==> src/rtl/iterative_alu_if.sv <==
// rtl/iterative_alu_if.sv - operand/result handshake bundle for iterative_alu
interface iterative_alu_if #(
   parameter int WIDTH = 32
);
   logic             in_valid;
   logic             in_ready;
   logic [3:0]       alu_op;
   logic [WIDTH-1:0] alu_in_1;
   logic [WIDTH-1:0] alu_in_2;
   logic             out_valid;
   logic             out_ready;
   logic [WIDTH-1:0] alu_result;
   logic             alu_zero;
   logic             alu_illegal;

   modport master (
      output in_valid, alu_op, alu_in_1, alu_in_2, out_ready,
      input  in_ready, out_valid, alu_result, alu_zero, alu_illegal
   );

   modport slave (
      input  in_valid, alu_op, alu_in_1, alu_in_2, out_ready,
      output in_ready, out_valid, alu_result, alu_zero, alu_illegal
   );
endinterface

==> src/rtl/iterative_alu.sv <==
// rtl/iterative_alu.sv - single-cycle logic/arith ops plus 1-bit-per-cycle serial shifter
module iterative_alu #(
   parameter int WIDTH   = 32,
   parameter int SHAMT_W = 5
) (
   input logic            clk,
   input logic            reset,
   iterative_alu_if.slave bus
);
   typedef enum logic [1:0] {IDLE, SHIFT, DONE} state_t;

   localparam logic [3:0] OP_ADD = 4'b0000;
   localparam logic [3:0] OP_SUB = 4'b0001;
   localparam logic [3:0] OP_AND = 4'b0100;
   localparam logic [3:0] OP_OR  = 4'b0101;
   localparam logic [3:0] OP_XOR = 4'b1000;
   localparam logic [3:0] OP_SLL = 4'b1010;
   localparam logic [3:0] OP_SRL = 4'b1011;

   state_t             state;
   state_t             state_next;
   logic               accept;
   logic               legal;
   logic               is_shift;
   logic               shift_left;
   logic [SHAMT_W-1:0] shamt;
   logic [SHAMT_W-1:0] count;
   logic [WIDTH-1:0]   quick_result;
   logic [WIDTH-1:0]   work;
   logic [WIDTH-1:0]   shifted;
   logic [WIDTH-1:0]   result_q;
   logic               zero_q;
   logic               illegal_q;

   assign accept = bus.in_valid && (state == IDLE);
   assign shamt  = bus.alu_in_2[SHAMT_W-1:0];

   // A zero-distance shift finishes like a one-cycle op, returning operand A.
   always_comb begin
      quick_result = '0;
      legal        = 1'b1;
      is_shift     = 1'b0;
      case (bus.alu_op)
         OP_ADD:  quick_result = bus.alu_in_1 + bus.alu_in_2;
         OP_SUB:  quick_result = bus.alu_in_1 + ~bus.alu_in_2 + WIDTH'(1);
         OP_AND:  quick_result = bus.alu_in_1 & bus.alu_in_2;
         OP_OR:   quick_result = bus.alu_in_1 | bus.alu_in_2;
         OP_XOR:  quick_result = bus.alu_in_1 ^ bus.alu_in_2;
         OP_SLL, OP_SRL: begin
            is_shift     = 1'b1;
            quick_result = bus.alu_in_1;
         end
         default: legal = 1'b0;
      endcase
   end

   assign shifted = shift_left ? (work << 1) : (work >> 1);

   always_comb begin
      state_next = state;
      case (state)
         IDLE:  if (accept) state_next = (is_shift && shamt != '0) ? SHIFT : DONE;
         SHIFT: if (count == SHAMT_W'(1)) state_next = DONE;
         DONE:  if (bus.out_ready) state_next = IDLE;
         default: state_next = IDLE;
      endcase
   end

   always_ff @(posedge clk) begin
      if (reset) state <= IDLE;
      else       state <= state_next;
   end

   always_ff @(posedge clk) begin
      if (reset) begin
         result_q   <= '0;
         zero_q     <= 1'b0;
         illegal_q  <= 1'b0;
         count      <= '0;
         work       <= '0;
         shift_left <= 1'b0;
      end else begin
         case (state)
            IDLE: begin
               if (accept) begin
                  if (is_shift && shamt != '0) begin
                     work       <= bus.alu_in_1;
                     count      <= shamt;
                     shift_left <= (bus.alu_op == OP_SLL);
                  end else begin
                     result_q  <= quick_result;
                     zero_q    <= (quick_result == '0);
                     illegal_q <= !legal;
                  end
               end
            end
            SHIFT: begin
               work  <= shifted;
               count <= count - SHAMT_W'(1);
               if (count == SHAMT_W'(1)) begin
                  result_q  <= shifted;
                  zero_q    <= (shifted == '0);
                  illegal_q <= 1'b0;
               end
            end
            default: ;
         endcase
      end
   end

   assign bus.in_ready    = (state == IDLE);
   assign bus.out_valid   = (state == DONE);
   assign bus.alu_result  = result_q;
   assign bus.alu_zero    = zero_q;
   assign bus.alu_illegal = illegal_q;
endmodule

==> src/flat_wrapper.sv <==
// flat-port wrapper written by rule: the top's interface ports become plain ports
module iterative_alu_flat 
#(
   parameter int WIDTH   = 32,
   parameter int SHAMT_W = 5
)
  (clk, reset, bus_in_valid, bus_alu_op, bus_alu_in_1, bus_alu_in_2, bus_out_ready, bus_in_ready, bus_out_valid, bus_alu_result, bus_alu_zero, bus_alu_illegal);
  iterative_alu_if #(.WIDTH(WIDTH)) bus_i ();
  input logic clk;
  input logic reset;
  input wire logic [$bits(bus_i.in_valid)-1:0] bus_in_valid;
  input wire logic [$bits(bus_i.alu_op)-1:0] bus_alu_op;
  input wire logic [$bits(bus_i.alu_in_1)-1:0] bus_alu_in_1;
  input wire logic [$bits(bus_i.alu_in_2)-1:0] bus_alu_in_2;
  input wire logic [$bits(bus_i.out_ready)-1:0] bus_out_ready;
  output wire logic [$bits(bus_i.in_ready)-1:0] bus_in_ready;
  output wire logic [$bits(bus_i.out_valid)-1:0] bus_out_valid;
  output wire logic [$bits(bus_i.alu_result)-1:0] bus_alu_result;
  output wire logic [$bits(bus_i.alu_zero)-1:0] bus_alu_zero;
  output wire logic [$bits(bus_i.alu_illegal)-1:0] bus_alu_illegal;
  assign bus_i.in_valid = bus_in_valid;
  assign bus_i.alu_op = bus_alu_op;
  assign bus_i.alu_in_1 = bus_alu_in_1;
  assign bus_i.alu_in_2 = bus_alu_in_2;
  assign bus_i.out_ready = bus_out_ready;
  assign bus_in_ready = bus_i.in_ready;
  assign bus_out_valid = bus_i.out_valid;
  assign bus_alu_result = bus_i.alu_result;
  assign bus_alu_zero = bus_i.alu_zero;
  assign bus_alu_illegal = bus_i.alu_illegal;
  iterative_alu #(.WIDTH(WIDTH), .SHAMT_W(SHAMT_W)) u_core (.clk(clk), .reset(reset), .bus(bus_i));
endmodule
==> config.mk <==
export PLATFORM = sky130hd
export DESIGN_NAME = iterative_alu_flat
export DESIGN_NICKNAME = d
export VERILOG_FILES = /design/src/rtl/iterative_alu_if.sv /design/src/rtl/iterative_alu.sv /design/src/flat_wrapper.sv
export SDC_FILE = /design/constraint.sdc
export NUM_CORES = 1
export LEC_CHECK = 0
export CAP_MARGIN = 10
export CORE_MARGIN = 8
export CORE_UTILIZATION = 30
export CTS_CLUSTER_SIZE = 24
export DETAILED_ROUTE_END_ITERATION = 10
export PLACE_DENSITY = 0.52
export SLEW_MARGIN = 20
export SYNTH_ARGS = -nofsm -noshare
export SYNTH_HDL_FRONTEND = slang
export SYNTH_SLANG_ARGS = --single-unit
==> constraint.sdc <==
create_clock -name clk -period 4.3 [get_ports clk]
set_input_delay 0.645 -clock clk [delete_from_list [all_inputs] [get_ports clk]]
set_output_delay 0.645 -clock clk [all_outputs]
set_load 0.1 [all_outputs]
* After elaboration in Yosys (flattened, before gate mapping) *
Cells that the tools add are included.

cells by class
  multiply operators = 0
  order comparisons = 0
  shift-type cells = 0
  add/subtract/negate cells = 4
  mux-type cells = 27
  bitwise logic cells = 4
  equality and inequality tests = 14
  div/mod/pow operators = 0
  reduce and logical (&&, ||, !) cells = 15

operators with widths
  operator                                              number
  two-way mux 32 bit                                    6
  case mux 32 bit (6 select lines)                      1
  case mux 32 bit (2 select lines)                      2
  adder 32 bit                                          2
  zero test 32 bit                                      2
  adder 32 x 1 -> 32 bit (second input constant)        1
  bitwise AND 32 bit                                    1
  inverter 32 bit                                       1
  bitwise OR 32 bit                                     1
  XOR 32 bit                                            1
  equality test 4 bit (second input constant)           3
  two-way mux 5 bit                                     2
  case mux 5 bit (2 select lines)                       1
  AND reduction 3 bit                                   3
  equality test 4 x 3 -> 1 bit (second input constant)  2
  two-way mux 1 bit                                     8
  two-way mux 2 bit                                     4
  OR reduction 7 bit                                    1
  != test 2 x 1 -> 1 bit (second input constant)        3
  case mux 2 bit (3 select lines)                       1
  equality test 5 x 1 -> 1 bit (second input constant)  1
  nonzero test 5 bit                                    1
  subtractor 5 x 1 -> 5 bit (second input constant)     1
  equality test 4 x 1 -> 1 bit (second input constant)  1
  other kinds (11)                                      14

word-level totals
  memory bits (read-only) = 0
  bits in registers = 74
  output and inout bits = 36
  bits in latches = 0
  input port bits = 72
  RAM bits = 0
  memories kept = 0

* Depth between registers and ports, before layout *
  depth in word-level cells = 8
  depth in mapped cells = 15
  mapped depth without buffers = 15

* Least setup slack after synthesis *
No wires, ideal clock.

  path type = input to register
  start point = input port bus_alu_in_2[5]
  end point = register u_core.zero_q, in the netlist u_core.bus.alu_zero
  arrival = 3.855 ns
  stages = 13
  path slack = 0.350 ns
  cell sequence = inv_1 -> ha_1 -> clkbuf_1 -> nand2_1 -> or4_1 -> a311o_1 -> a211o_1 -> a21o_1 -> o21bai_1 -> mux2_2 -> a221oi_1 -> nand4_1 -> o41ai_2

between the ends
  word-level cells in the longest chain between the ends = 8
  elaborated cells on any way between the ends = 12
  those cells by class = add/sub (3); mux (4); bitwise (4); reduce/logical (1)

RTL lines
  item                                  RTL line              RTL
  from (decl)                           flat_wrapper.sv:14    input wire logic [$bits(bus_i.alu_in_2)-1:0] bus_alu_in_2;
  inverter 32 bit                       iterative_alu.sv:45   OP_SUB: quick_result = bus.alu_in_1 + ~bus.alu_in_2 + WIDTH'(1);
  adder 32 bit                          iterative_alu.sv:45
  adder 32 x 1 -> 32 bit                iterative_alu.sv:45
  case mux 32 bit (6 select lines) (*)  iterative_alu.sv:43   case (bus.alu_op)
  zero test 32 bit (*)                  iterative_alu.sv:92   zero_q <= (quick_result == '0);
  two-way mux 1 bit (*)                 iterative_alu.sv:86   if (is_shift && shamt != '0) begin
  two-way mux 1 bit (*)                 iterative_alu.sv:85   if (accept) begin
  case mux 1 bit (2 select lines) (*)   iterative_alu.sv:83   case (state)
  to (signal assigned)                  iterative_alu.sv:92
  to (signal assigned)                  iterative_alu.sv:102  zero_q <= (shifted == '0);
  to (decl)                             iterative_alu.sv:32   logic zero_q;

Every way passes the cells marked *; elsewhere a longest branch is shown, timed or not. The select of a mux whose other input is x is not followed.
A chain may end at the register's enable or synchronous reset.

* Worst setup path after layout *
  start point = input port bus_alu_in_2[10]
  end point = register u_core.zero_q, in the netlist u_core.bus.alu_zero

Same word-level chain as after synthesis.

==> results_dict.tcl <==
set metrics [dict create \
    crit_slowest_cell "or4_4" \
    powerDensity_mw_per_mm2 239 \
    clk_latency_ps 340 \
    worst_pin_slew_ps 1020 \
    gp_congestion 0.986 \
    n_fill_cell 3277 \
    syn_to_final_growth_pct 43.2 \
    antenna_found_initial 0 \
    grt_pass1_vias 11800 \
    startpoint_type "primary input" \
    clkPwrFrac 0.238 \
    path_clk_slew_ps 60 \
    switching_power_w 0.00138 \
    crit_end "u_core.bus.alu_zero" \
    total_power_w 0.00329 \
    drive_above_1_share 0.240 \
    wl_per_cell_um 21.3 \
    maxCapViolations 0 \
    critical_path_depth 14 \
    dp_hpwl_mm 36.2 \
    synth_edf_count 0 \
    synth_area_mm2 0.00963 \
    finalSetupViolCount 0 \
    maxSlewHeadroom 0.318 \
    grt_usage 0.228 \
    cts_buffers 9 \
    p_int_w 0.00191 \
    grt_max_degree 75 \
    slew_viol_final 0 \
    r2r_start "u_core.count[0]" \
    tritoncts "done" \
    switching_share 0.419 \
    finalClockSkew_ps 5.34 \
    grt-ovfl-total 0 \
    numPortBuffers 107 \
    fmax_mhz 239 \
    ios 108 \
    finish.utilization 0.437 \
    routed_wl_mm 44.9 \
    ys_seq_area_frac 0.154 \
    cp.required_ps 4550 \
    ant_nets 0 \
    rsz0062_at_grt "true" \
    critPathKind "primary input to flip-flop" \
    synth_nets 1549 \
    leakage_nw 5.92 \
    reg2reg_depth 13 \
    crit_start "bus_alu_in_2[10]" \
    arrival_ps 4430 \
    via_per_inst 5.62 \
    synth_cell_types 87 \
    r2r_end "u_core.bus.alu_zero" \
    fin_nets 1880 \
    core_area_mm2 0.0316 \
    async_reset_ff_frac 0 \
    fin_crit_sh 0.974 \
    h-tree-depth 3 \
    grt_pass1_wl_mm 68.8 \
    netlist_instances 1369 \
    cts_setup_buffers 0 \
    hold_class "flip-flop to flip-flop" \
    status "finished clean" \
    diodes 0 \
    ys_seq_elements 74 \
    end_kind "flip-flop" \
    cpPeakStageDelay_ps 570 \
    die_width_um 195 \
    cts.root.buffer_cell "clkbuf_16" \
    power_frac_comb 0.531 \
    drt_iter0_markers 1091 \
    sequentialPowerShare 0.231 \
    cts_buffer_depth 2 \
    dr.pass1.iters 5 \
    drc 0 \
    crit_buf_inv 3 \
    cp_top_family "compound AO/OA/AOI/OAI gates" \
    yosysWarnings 0 \
    ys_dominant_reg_cell "dfxtp_1" \
    syn-mean-instance-area_um2 7.03 \
    holdPathStages 2 \
    vias 11800 \
    r2r_slack_ps 1430 \
    cts.sinks 74 \
    setup-tns-final_ps 0 \
    cp_max_fo 6 \
    fin_crit_ps 4190 \
    fp-row-count 65 \
    die_area_mm2 0.0381 \
    cp_cell_sequence "clkdlybuf4s50_1 > inv_1 > ha_1 > or4_4 > nor4_2 > a221oi_1 > and2_1 > buf_4 > o2111ai_1 > nand3_2 > a311o_1 > a211oi_2 > nand2_1 > o41ai_2" \
    vdd_drop_max_mv 0.172 \
    hold_viol 0 \
    initial_utilization 0.305 \
    die_height_um 195 \
]
==> area by class of cell <==
cell class	count	area, um2	area share
Multi-Input combinational cell	1097	7670	0.557
Timing Repair Buffer	417	3440	0.249
Sequential cell	74	1480	0.108
Tap cell	402	503	0.0365
Inverter	101	379	0.0275
Clock buffer	9	225	0.0163
Clock inverter	7	85.1	0.00617
==> kinds of logic after synthesis <==
group / after synthesis / synth area share
flip-flops: 74 / 0.154
XOR/XNOR: 5 / 0.00455
multiplexers: 33 / 0.0355
adder cells (fa/ha/maj): 108 / 0.142
AND/OR/NAND/NOR: 475 / 0.243
AO/OA/AOI/OAI: 476 / 0.341
buffers and inverters: 198 / 0.0798
==> worst min path at each step <==
stage                     slack (ps)                   endpoint                      start
final                            450  u_core.bus.alu_result[10]  u_core.bus.alu_result[10]
after global routing             460  u_core.bus.alu_result[10]  u_core.bus.alu_result[10]
after CTS                        450  u_core.bus.alu_result[10]  u_core.bus.alu_result[10]
after detailed placement         450  u_core.bus.alu_result[10]  u_core.bus.alu_result[10]
after global placement           440   u_core.bus.alu_result[4]   u_core.bus.alu_result[4]
after floorplan                  440             u_core.work[3]             u_core.work[3]
==> cells in the final DEF, fill, tap and decap left out, types with 11 or more instances in the layout <==
cell type	synthesis	final
nand4_1	11	11
a21oi_1	141	139
o21ai_0	43	41
nor2b_1	29	27
a21o_1	21	20
a22oi_1	11	11
inv_1	101	100
nand2_1	129	129
clkdlybuf4s50_1	0	104
a221oi_1	20	18
o211ai_1	45	45
nand3_1	41	39
o21bai_1	12	11
nor3_1	41	38
nor4_1	20	14
a211o_1	12	12
nor2_1	119	118
mux2i_1	27	27
ha_1	106	98
a211oi_1	49	45
nand2b_1	12	11
dfxtp_1	74	73
buf_4	2	307
a31oi_1	12	12
==> metrics by stage <==
| stage | instance area [um2] | hold WS, ps | worst slack [ps] | cells |
|---|---|---|---|---|
| global route | 13800 | 463 | -41.7 | 2107 |
| global placement | 13200 | 442 | -405 | 2091 |
| CTS | 13500 | 454 | -49.9 | 2107 |
| finish | 13800 | 451 | 111 | 2107 |
| detailed placement | 13200 | 445 | -457 | 2091 |
| floorplan | 9630 | 444 | 350 | 1369 |
==> cells in the mapped netlist (all sizes together) (10+ instances only) <==
cell type / count / area (um2)
mux2i: 27 / 270
nand2: 129 / 484
nand3: 41 / 205
a31oi: 13 / 87.6
nor2: 119 / 447
ha: 106 / 1330
a21oi: 142 / 722
a211o: 12 / 105
o21ai: 48 / 244
nand2b: 12 / 75.1
a221oi: 21 / 190
o31ai: 10 / 75.1
dfxtp: 74 / 1480
a21o: 22 / 166
o211ai: 45 / 338
nor2b: 29 / 181
inv: 101 / 379
nor4: 20 / 125
buf: 20 / 100
nor3: 44 / 235
o21bai: 12 / 90.1
a211oi: 49 / 368
a22oi: 11 / 82.6
or2: 12 / 75.1
clkbuf: 77 / 289
nand4: 11 / 68.8
==> worst reg2reg max path, cell delays in order (launching register included) <==
cell and delay, ps:
dfxtp_1 400, ha_1 170, nor4b_1 360, nand2_1 140, o21ai_1 150, o21ai_0 120
nor4_2 200, buf_4 180, nand4_1 120, nor4_2 220, o2111ai_1 200, nor4_4 170
nand4_1 140, o41ai_2 210
==> sequential cells by signal, summed over array words and instances, names as in the netlist <==
register / cells
u_core.shift_left: 1
u_core.bus.alu_illegal: 1
u_core.count: 5
u_core.bus.alu_result: 32
u_core.state: 2
u_core.work: 32
u_core.bus.alu_zero: 1
==> metal layers <==
layer	wire length (um)	share of wire	GRT usage
met4	2240	0.050	0.103
met3	2680	0.060	0.0373
met1	19200	0.43	0.283
met2	20800	0.46	0.382
met5	0	0	0
==> power by group through the flow <==
stage	sequential, W	clock [W]	combinational [W]
6_report	0.000760	0.000782	0.00175
2_1_floorplan	0.000937	0	0.000741
5_1_grt	0.000764	0.000831	0.00188
3_3_place_gp	0.000773	0	0.00168
3_5_place_dp	0.000774	0	0.00168
4_1_cts	0.000759	0.000794	0.00169
==> what timing repair did <==
item                       4_1_cts  5_1_grt
setup endpoints to repair        3       11
resized for setup                5       46
hold buffers                     0        0
pin swaps                        3       14
Power figures use the tool's default switching activity.
